[src/rtl/wtm_accum_if.sv]
// -----------------------------------------------------------------------------
// wtm_accum_if
//   Bundles the handshake and data signals of the wtm_accum block.
//   master : the side that issues start and products and consumes results
//   slave  : the accumulator itself
// Signals
//   start      1      one-cycle run request (master -> slave)
//   prod       16     unsigned product from the Wallace tree multiplier
//   in_valid   1      prod valid this cycle
//   in_ready   1      accumulator accepts prod this cycle
//   acc        ACC_W  accumulated result
//   out_valid  1      result available
//   out_ready  1      consumer takes result
//   busy       1      run in progress (ACCUM or DONE)
//   ovf        1      sticky overflow flag for the current/last run
// -----------------------------------------------------------------------------
interface wtm_accum_if #(
  parameter int ACC_W = 24
) ();
  logic             start;
  logic [15:0]      prod;
  logic             in_valid;
  logic             in_ready;
  logic [ACC_W-1:0] acc;
  logic             out_valid;
  logic             out_ready;
  logic             busy;
  logic             ovf;

  modport master (
    output start, prod, in_valid, out_ready,
    input  in_ready, acc, out_valid, busy, ovf
  );

  modport slave (
    input  start, prod, in_valid, out_ready,
    output in_ready, acc, out_valid, busy, ovf
  );
endinterface

[src/rtl/wtm_accum.sv]
// -----------------------------------------------------------------------------
// wtm_accum
//   Sequential accumulator placed after the 8x8 Wallace tree multiplier.
//   A start pulse in IDLE clears the accumulator and opens a run; the next LEN
//   accepted 16-bit unsigned products are summed into an ACC_W-bit result,
//   which is then presented with out_valid until the consumer takes it.
// Parameters
//   ACC_W  accumulator / result width (>= 16)
//   LEN    products summed per run (>= 1)
// Ports
//   clk    rising-edge clock
//   rst    synchronous, active-high reset
//   bus    wtm_accum_if.slave: start, prod/in_valid/in_ready,
//          acc/out_valid/out_ready, busy, ovf
// Configuration
//   WTM_ACC_SAT_EN  when defined, an overflowing run clamps acc to all ones
//                   for the remainder of the run; otherwise acc wraps.
//                   ovf is set on overflow in both builds.
// -----------------------------------------------------------------------------
module wtm_accum #(
  parameter int ACC_W = 24,
  parameter int LEN   = 8
) (
  input  logic        clk,
  input  logic        rst,
  wtm_accum_if.slave  bus
);

  localparam int CNT_W = (LEN < 1) ? 1 : $clog2(LEN + 1);
  localparam logic [CNT_W-1:0] CNT_LAST = CNT_W'(LEN - 1);
  localparam int PAD_W = ACC_W + 1 - 16;

  typedef enum logic [1:0] {
    ST_IDLE  = 2'd0,
    ST_ACCUM = 2'd1,
    ST_DONE  = 2'd2
  } state_t;

  state_t           state_q, state_d;
  logic [ACC_W-1:0] acc_q,   acc_d;
  logic [CNT_W-1:0] cnt_q,   cnt_d;
  logic             ovf_q,   ovf_d;
  logic             busy_q,  busy_d;

  logic [ACC_W:0]   sum_w;
  logic             accept_w;

  // Full-width sum: the extra top bit is the carry out of the accumulator.
  function automatic logic [ACC_W:0] add_prod(input logic [ACC_W-1:0] a,
                                              input logic [15:0]      p);
    return {1'b0, a} + {{PAD_W{1'b0}}, p};
  endfunction

  // Result of one accumulation step. A carry either wraps or clamps. Once
  // clamped at all ones, any further non-zero product carries again, so the
  // value stays clamped for the rest of the run without extra state.
  function automatic logic [ACC_W-1:0] wrap_or_sat(input logic [ACC_W:0] s);
`ifdef WTM_ACC_SAT_EN
    return s[ACC_W] ? {ACC_W{1'b1}} : s[ACC_W-1:0];
`else
    return s[ACC_W-1:0];
`endif
  endfunction

  assign sum_w    = add_prod(acc_q, bus.prod);
  assign accept_w = (state_q == ST_ACCUM) && bus.in_valid;

  always_comb begin
    state_d = state_q;
    acc_d   = acc_q;
    cnt_d   = cnt_q;
    ovf_d   = ovf_q;

    unique case (state_q)
      ST_IDLE: begin
        if (bus.start) begin
          acc_d   = '0;
          cnt_d   = '0;
          ovf_d   = 1'b0;
          state_d = ST_ACCUM;
        end
      end
      ST_ACCUM: begin
        if (accept_w) begin
          acc_d = wrap_or_sat(sum_w);
          ovf_d = ovf_q | sum_w[ACC_W];
          cnt_d = cnt_q + CNT_W'(1);
          if (cnt_q == CNT_LAST) begin
            state_d = ST_DONE;
          end
        end
      end
      ST_DONE: begin
        // acc is held; start is deliberately ignored here.
        if (bus.out_ready) begin
          state_d = ST_IDLE;
        end
      end
      default: begin
        state_d = ST_IDLE;
      end
    endcase

    // busy is registered alongside state so it lines up with it exactly.
    busy_d = (state_d != ST_IDLE);
  end

  always_ff @(posedge clk) begin
    if (rst) begin
      state_q <= ST_IDLE;
      acc_q   <= '0;
      cnt_q   <= '0;
      ovf_q   <= 1'b0;
      busy_q  <= 1'b0;
    end else begin
      state_q <= state_d;
      acc_q   <= acc_d;
      cnt_q   <= cnt_d;
      ovf_q   <= ovf_d;
      busy_q  <= busy_d;
    end
  end

  assign bus.in_ready  = (state_q == ST_ACCUM);
  assign bus.out_valid = (state_q == ST_DONE);
  assign bus.acc       = acc_q;
  assign bus.ovf       = ovf_q;
  assign bus.busy      = busy_q;

endmodule

[src/flat_wrapper.sv]
// flat-port wrapper written by rule: the top's interface ports become plain ports
module wtm_accum_flat 
#(
  parameter int ACC_W = 24,
  parameter int LEN   = 8
)
  (clk, rst, bus_start, bus_prod, bus_in_valid, bus_out_ready, bus_in_ready, bus_acc, bus_out_valid, bus_busy, bus_ovf);
  wtm_accum_if #(.ACC_W(ACC_W)) bus_i ();
  input  logic clk;
  input  logic rst;
  input wire logic [$bits(bus_i.start)-1:0] bus_start;
  input wire logic [$bits(bus_i.prod)-1:0] bus_prod;
  input wire logic [$bits(bus_i.in_valid)-1:0] bus_in_valid;
  input wire logic [$bits(bus_i.out_ready)-1:0] bus_out_ready;
  output wire logic [$bits(bus_i.in_ready)-1:0] bus_in_ready;
  output wire logic [$bits(bus_i.acc)-1:0] bus_acc;
  output wire logic [$bits(bus_i.out_valid)-1:0] bus_out_valid;
  output wire logic [$bits(bus_i.busy)-1:0] bus_busy;
  output wire logic [$bits(bus_i.ovf)-1:0] bus_ovf;
  assign bus_i.start = bus_start;
  assign bus_i.prod = bus_prod;
  assign bus_i.in_valid = bus_in_valid;
  assign bus_i.out_ready = bus_out_ready;
  assign bus_in_ready = bus_i.in_ready;
  assign bus_acc = bus_i.acc;
  assign bus_out_valid = bus_i.out_valid;
  assign bus_busy = bus_i.busy;
  assign bus_ovf = bus_i.ovf;
  wtm_accum #(.ACC_W(ACC_W), .LEN(LEN)) u_core (.clk(clk), .rst(rst), .bus(bus_i));
endmodule
[config.mk]
export PLATFORM = sky130hd
export DESIGN_NAME = wtm_accum_flat
export DESIGN_NICKNAME = d
export VERILOG_FILES = /design/src/rtl/wtm_accum_if.sv /design/src/rtl/wtm_accum.sv /design/src/flat_wrapper.sv
export SDC_FILE = /design/constraint.sdc
export NUM_CORES = 1
export LEC_CHECK = 0
export BUFFER_PORTS_ARGS = -buffer_cell sky130_fd_sc_hd__clkbuf_2
export CAP_MARGIN = 20
export CORE_UTILIZATION = 34
export DETAILED_ROUTE_END_ITERATION = 8
export SYNTH_ARGS = -nofsm -noshare
export SYNTH_HDL_FRONTEND = slang
export SYNTH_SLANG_ARGS = --single-unit
[constraint.sdc]
create_clock -name clk -period 4.75 [get_ports clk]
set_clock_uncertainty 0.1 [all_clocks]
set_input_delay 0.2375 -clock clk [delete_from_list [all_inputs] [get_ports clk]]
set_output_delay 0.2375 -clock clk [all_outputs]
set_load 0.02 [all_outputs]
Yosys cells after proc, flatten, opt, wreduce, memory -nomap -nowiden
Index checks and enable logic that the tools add are counted.
{"block": "classes", "addsub": 2, "n_mul": 0, "div": 0, "magnitude_cmp": 0, "n_eq_ne": 5, "shift": 0, "n_mux": 14, "bitwise_logic": 1, "reduce_logical": 5}
{"operator": "24-bit 2-to-1 mux", "count": 2}
{"operator": "24-bit case mux with 2 select lines", "count": 1}
{"operator": "24-bit by 16-bit adder with 25-bit output", "count": 1}
{"operator": "2-bit 2-to-1 mux", "count": 4}
{"operator": "4-bit 2-to-1 mux", "count": 2}
{"operator": "4-bit case mux with 2 select lines", "count": 1}
{"operator": "2-bit case mux with 3 select lines", "count": 1}
{"operator": "4-bit by 1-bit adder with 4-bit output, second input constant", "count": 1}
{"operator": "4-bit by 3-bit equality test with 1-bit output, second input constant", "count": 1}
{"operator": "2-bit nonzero test", "count": 2}
{"operator": "3-bit AND reduction", "count": 1}
{"operator": "2-bit by 1-bit equality test with 1-bit output, second input constant", "count": 1}
{"operator": "2-bit equality test, second input constant", "count": 1}
{"operator": "2-bit logical NOT", "count": 1}
{"operator": "1-bit 2-to-1 mux", "count": 2}
{"operator": "2-bit by 1-bit inequality test with 1-bit output, second input constant", "count": 1}
{"operator": "2-bit inequality test, second input constant", "count": 1}
{"operator": "1-bit case mux with 2 select lines", "count": 1}
{"operator": "1-bit logical AND", "count": 1}
{"operator": "1-bit OR", "count": 1}
{"block": "totals", "ff_bits": 32, "latch_bits": 0, "mem_bits_rw": 0, "mem_bits_ro": 0, "in_bits": 21, "out_inout_bits": 28, "mem_count": 0}

Depth between registers and ports, before layout
{"block": "logic_depth", "ltp_word": 5, "ltp_mapped": 8}

Least setup slack after synthesis
OpenSTA, ideal clock, no wires.
{"block": "synth_timing", "path_type": "reg2reg", "startpoint": "register u_core.acc_q[0] (netlist: u_core.bus.acc[0])", "endpoint": "register u_core.acc_q[12] (netlist: u_core.bus.acc[12])", "setup_time_ns": 0.120, "t_arrival_ns": 2.119, "required_ns": 4.530, "slack_ns": 2.411, "path_stages_with_launch": 9, "path_cell_list": "dfxtp_1 ha_1 fa_1 a21o_1 a31o_2 a31o_2 nand3_2 mux2i_1 a211o_1"}
{"block": "synth_via", "elab_chain_len": 3}
{"item": "from (decl)", "line_no": "wtm_accum.sv:40", "source": "logic [ACC_W-1:0] acc_q, acc_d;"}
{"item": "from (signal assigned)", "line_no": "wtm_accum.sv:111", "source": "acc_q <= '0;"}
{"item": "from (signal assigned)", "line_no": "wtm_accum.sv:117", "source": "acc_q <= acc_d;"}
{"item": "24-bit by 16-bit adder with 25-bit output", "line_no": "wtm_accum.sv:51", "source": "return {1'b0, a} + {{PAD_W{1'b0}}, p};"}
{"item": "24-bit 2-to-1 mux", "line_no": "wtm_accum.sv:84", "source": "if (accept_w) begin"}
{"item": "24-bit case mux with 2 select lines", "line_no": "wtm_accum.sv:74", "source": "unique case (state_q)"}
No other way between the ends. The select of a mux whose other input is x is not followed.
A chain may end at the register's enable or synchronous reset.

Final worst setup path
Ends and elaborated chain as after synthesis.

==> flow_summary.yaml <==
status:
  status: "finished clean"
global_routing:
  grt_pass1_vias: 1977
  antenna_found_initial: 0
  gr-usage-all-layers_pct: 18.01
  grt_pass1_wl_um: 9225
  grt_max_degree: 16
  grt.overflow.total: 0
sta:
  hold_viol: 0
  rsz0062_at_grt: "false"
  slew_viol_final: 0
  min_period_over_period_pct: 50.15
  fin_crit_ps: 2382
  slew_headroom_pct: 49.65
  worst_pin_slew_ps: 755.3
  setup_slack_ps: 2368
  fmaxAchievable_mhz: 419.8
  holdWs_ps: 140.2
  tns_ps: 0
  finalSetupViolCount: 0
yosys:
  synth_top_area_share_pct: 30.03
  syn-mean-instance-area_um2: 7.960
  synth_top_area_cell: "dfxtp_1"
  synth-edff-count: 0
  ys_seq_elements: 32
  netlist_area_um2: 2133
  synth_most_common_cell: "dfxtp_1"
  synth_cell_type_count: 44
  ys_top_cells_by_area: "dfxtp_1, ha_1, a21oi_1"
  synth_common_cells: "dfxtp_1, nand2_1, a21oi_1"
  syn_nets: 307
  yosysSeqAreaShare_pct: 30.03
  synth_warnings: 0
  async_flop_share_pct: 0
  synthCells: 268
  synth_ff_type: "dfxtp_1"
clock_tree:
  cts-buffers-inserted: 5
  clockBufferDepth: 2
  cts_setup_buffers: 0
  htree_num_levels: 2
  cts.sinks: 32
  cts_root_buf: "clkbuf_8"
  hold_buffers: 0
  cts_resized: 0
  cts_tree: "done"
  worst_skew_pair.late_latency_ps: 290
  clkTransAtPathRegs_ps: 70
final_layout:
  multi_input_area_um2: 1434
  finalCoreUtilization_pct: 42.08
  nets: 353
  fillerInstances: 600
  antenna_cells: 0
  fin_area_um2: 2521
  drive_gt1_share_pct: 20.32
  area_growth_pct: 18.18
  register_area_um2: 640.6
placement:
  io_buffers: 48
  placed_cell_area_um2: 2427
  place.gp.congestion: 0.8103
  dpl.hpwl_um: 4110
  place_ws_ps: 2383
job:
  max_cap_violations: 0
floorplanning:
  die_area_um2: 6595
  coreArea_um2: 5991
  start_util_pct: 35.61
  die_h_um: 81.21
  fp-row-count: 28
  dieWidth_um: 81.21
  num_io_pins: 49
setup_path:
  critical_path.startpoint: "u_core.bus.acc[0]"
  worst_setup_path_end_kind: "register"
  crit_fanout: 4
  path_class: "register to register"
  r2r_start: "u_core.bus.acc[0]"
  arrival_ps: 2460
  start_kind: "register"
  cp.required_ps: 4830
power:
  p_sw_share_pct: 32.73
  clkPwrFrac_pct: 32.8
  combPwrFrac_pct: 25.1
  leakagePower_nw: 1.214
  p_sw_mw: 0.2246
  vdd_drop_max_mv: 0.1555
  seq_power_share_pct: 42.1
  cellPowerDensity_nw_per_um2: 272.2
  p_int_mw: 0.4616
route:
  final_antenna_net_count: 0
  post-route-drc-count: 0
  via_count: 2105
  wire_per_inst_um: 13.95
  drt_first_iter_violations: 191
  first_pass_iters: 4
  wirelength_um: 5441
  routed_via_density: 5.397
min_path:
  hp-class: "input pin to register"
  min_from: "bus_start"
## registers in the layout (all words and copies together), names as in the netlist
register and count:
u_core.state_q 2, u_core.bus.ovf 1, u_core.bus.busy 1, u_core.bus.acc 24
u_core.cnt_q 4
## critical path, stage by stage (launching register included)
cell	delay (ps)
dfxtp_1	330
ha_1	250
fa_1	410
a21o_1	220
a31o_2	280
a31o_2	270
nand3_2	100
mux2i_1	70
a211o_1	250
## final timing paths
path / endpoint / slack [ps] / cells after the start
worst max-delay path: u_core.bus.acc[12] / 2370 / 8
worst min-delay path: u_core.state_q[0] / 140 / 3
worst max register to register: u_core.bus.acc[12] / 2370 / 8
worst min register to register: u_core.cnt_q[1] / 380 / 2
## metal layers
metal / global-route usage (%) / wire, um / up-vias
met5: 0 / 0 / -
met4: 5.357 / 61 / 0
met3: 4.045 / 309 / 7
met2: 28.82 / 2468 / 54
met1: 23.94 / 2602 / 959
li1: - / - / 1085
## cells in the final DEF (no fill, tap or decap), types with 7 or more instances in the layout
| cell | n |
|---|---|
| a21o_1 | 9 |
| a21oi_1 | 24 |
| clkbuf_2 | 48 |
| dfxtp_1 | 32 |
| ha_1 | 17 |
| nand2_1 | 26 |
| nand3_1 | 17 |
| nor2_1 | 21 |
| o21ai_0 | 16 |
| or3_1 | 8 |
| xnor2_1 | 7 |
## power groups by stage
| stage | sequential, mW | clock, mW | combinational, mW |
|---|---|---|---|
| 2_1_floorplan | 0.305 | 0 | 0.114 |
| 3_3_place_gp | 0.295 | 0 | 0.172 |
| 3_5_place_dp | 0.295 | 0 | 0.171 |
| 4_1_cts | 0.289 | 0.234 | 0.172 |
| 5_1_grt | 0.291 | 0.246 | 0.193 |
| 6_report | 0.289 | 0.225 | 0.172 |
## kinds of logic after synthesis
family | count (synthesis) | synth area share (%)
xor+xnor | 12 | 4.927
compound gates | 84 | 25.45
flops | 32 | 30.03
mux | 4 | 1.877
simple gates | 104 | 24.05
fa+ha+maj | 18 | 10.91
buf+inv | 14 | 2.756
## cell type report
class | instances | share of cell area, %
clock inverter | 1 | 0.2978
sequential | 32 | 25.41
multi-input combinational | 222 | 56.87
clock buffer | 7 | 3.424
tap | 75 | 3.722
timing repair buffer | 48 | 9.529
inverter | 5 | 0.7444
## through the flow
step	instances	power (mW)
3_3_place_gp	382	0.4666
2_1_floorplan	268	0.4198
4_1_cts	390	0.6953
5_1_grt	390	0.7294
6_report	390	0.6862
3_5_place_dp	382	0.4667
Power figures use the tool's default switching activity.
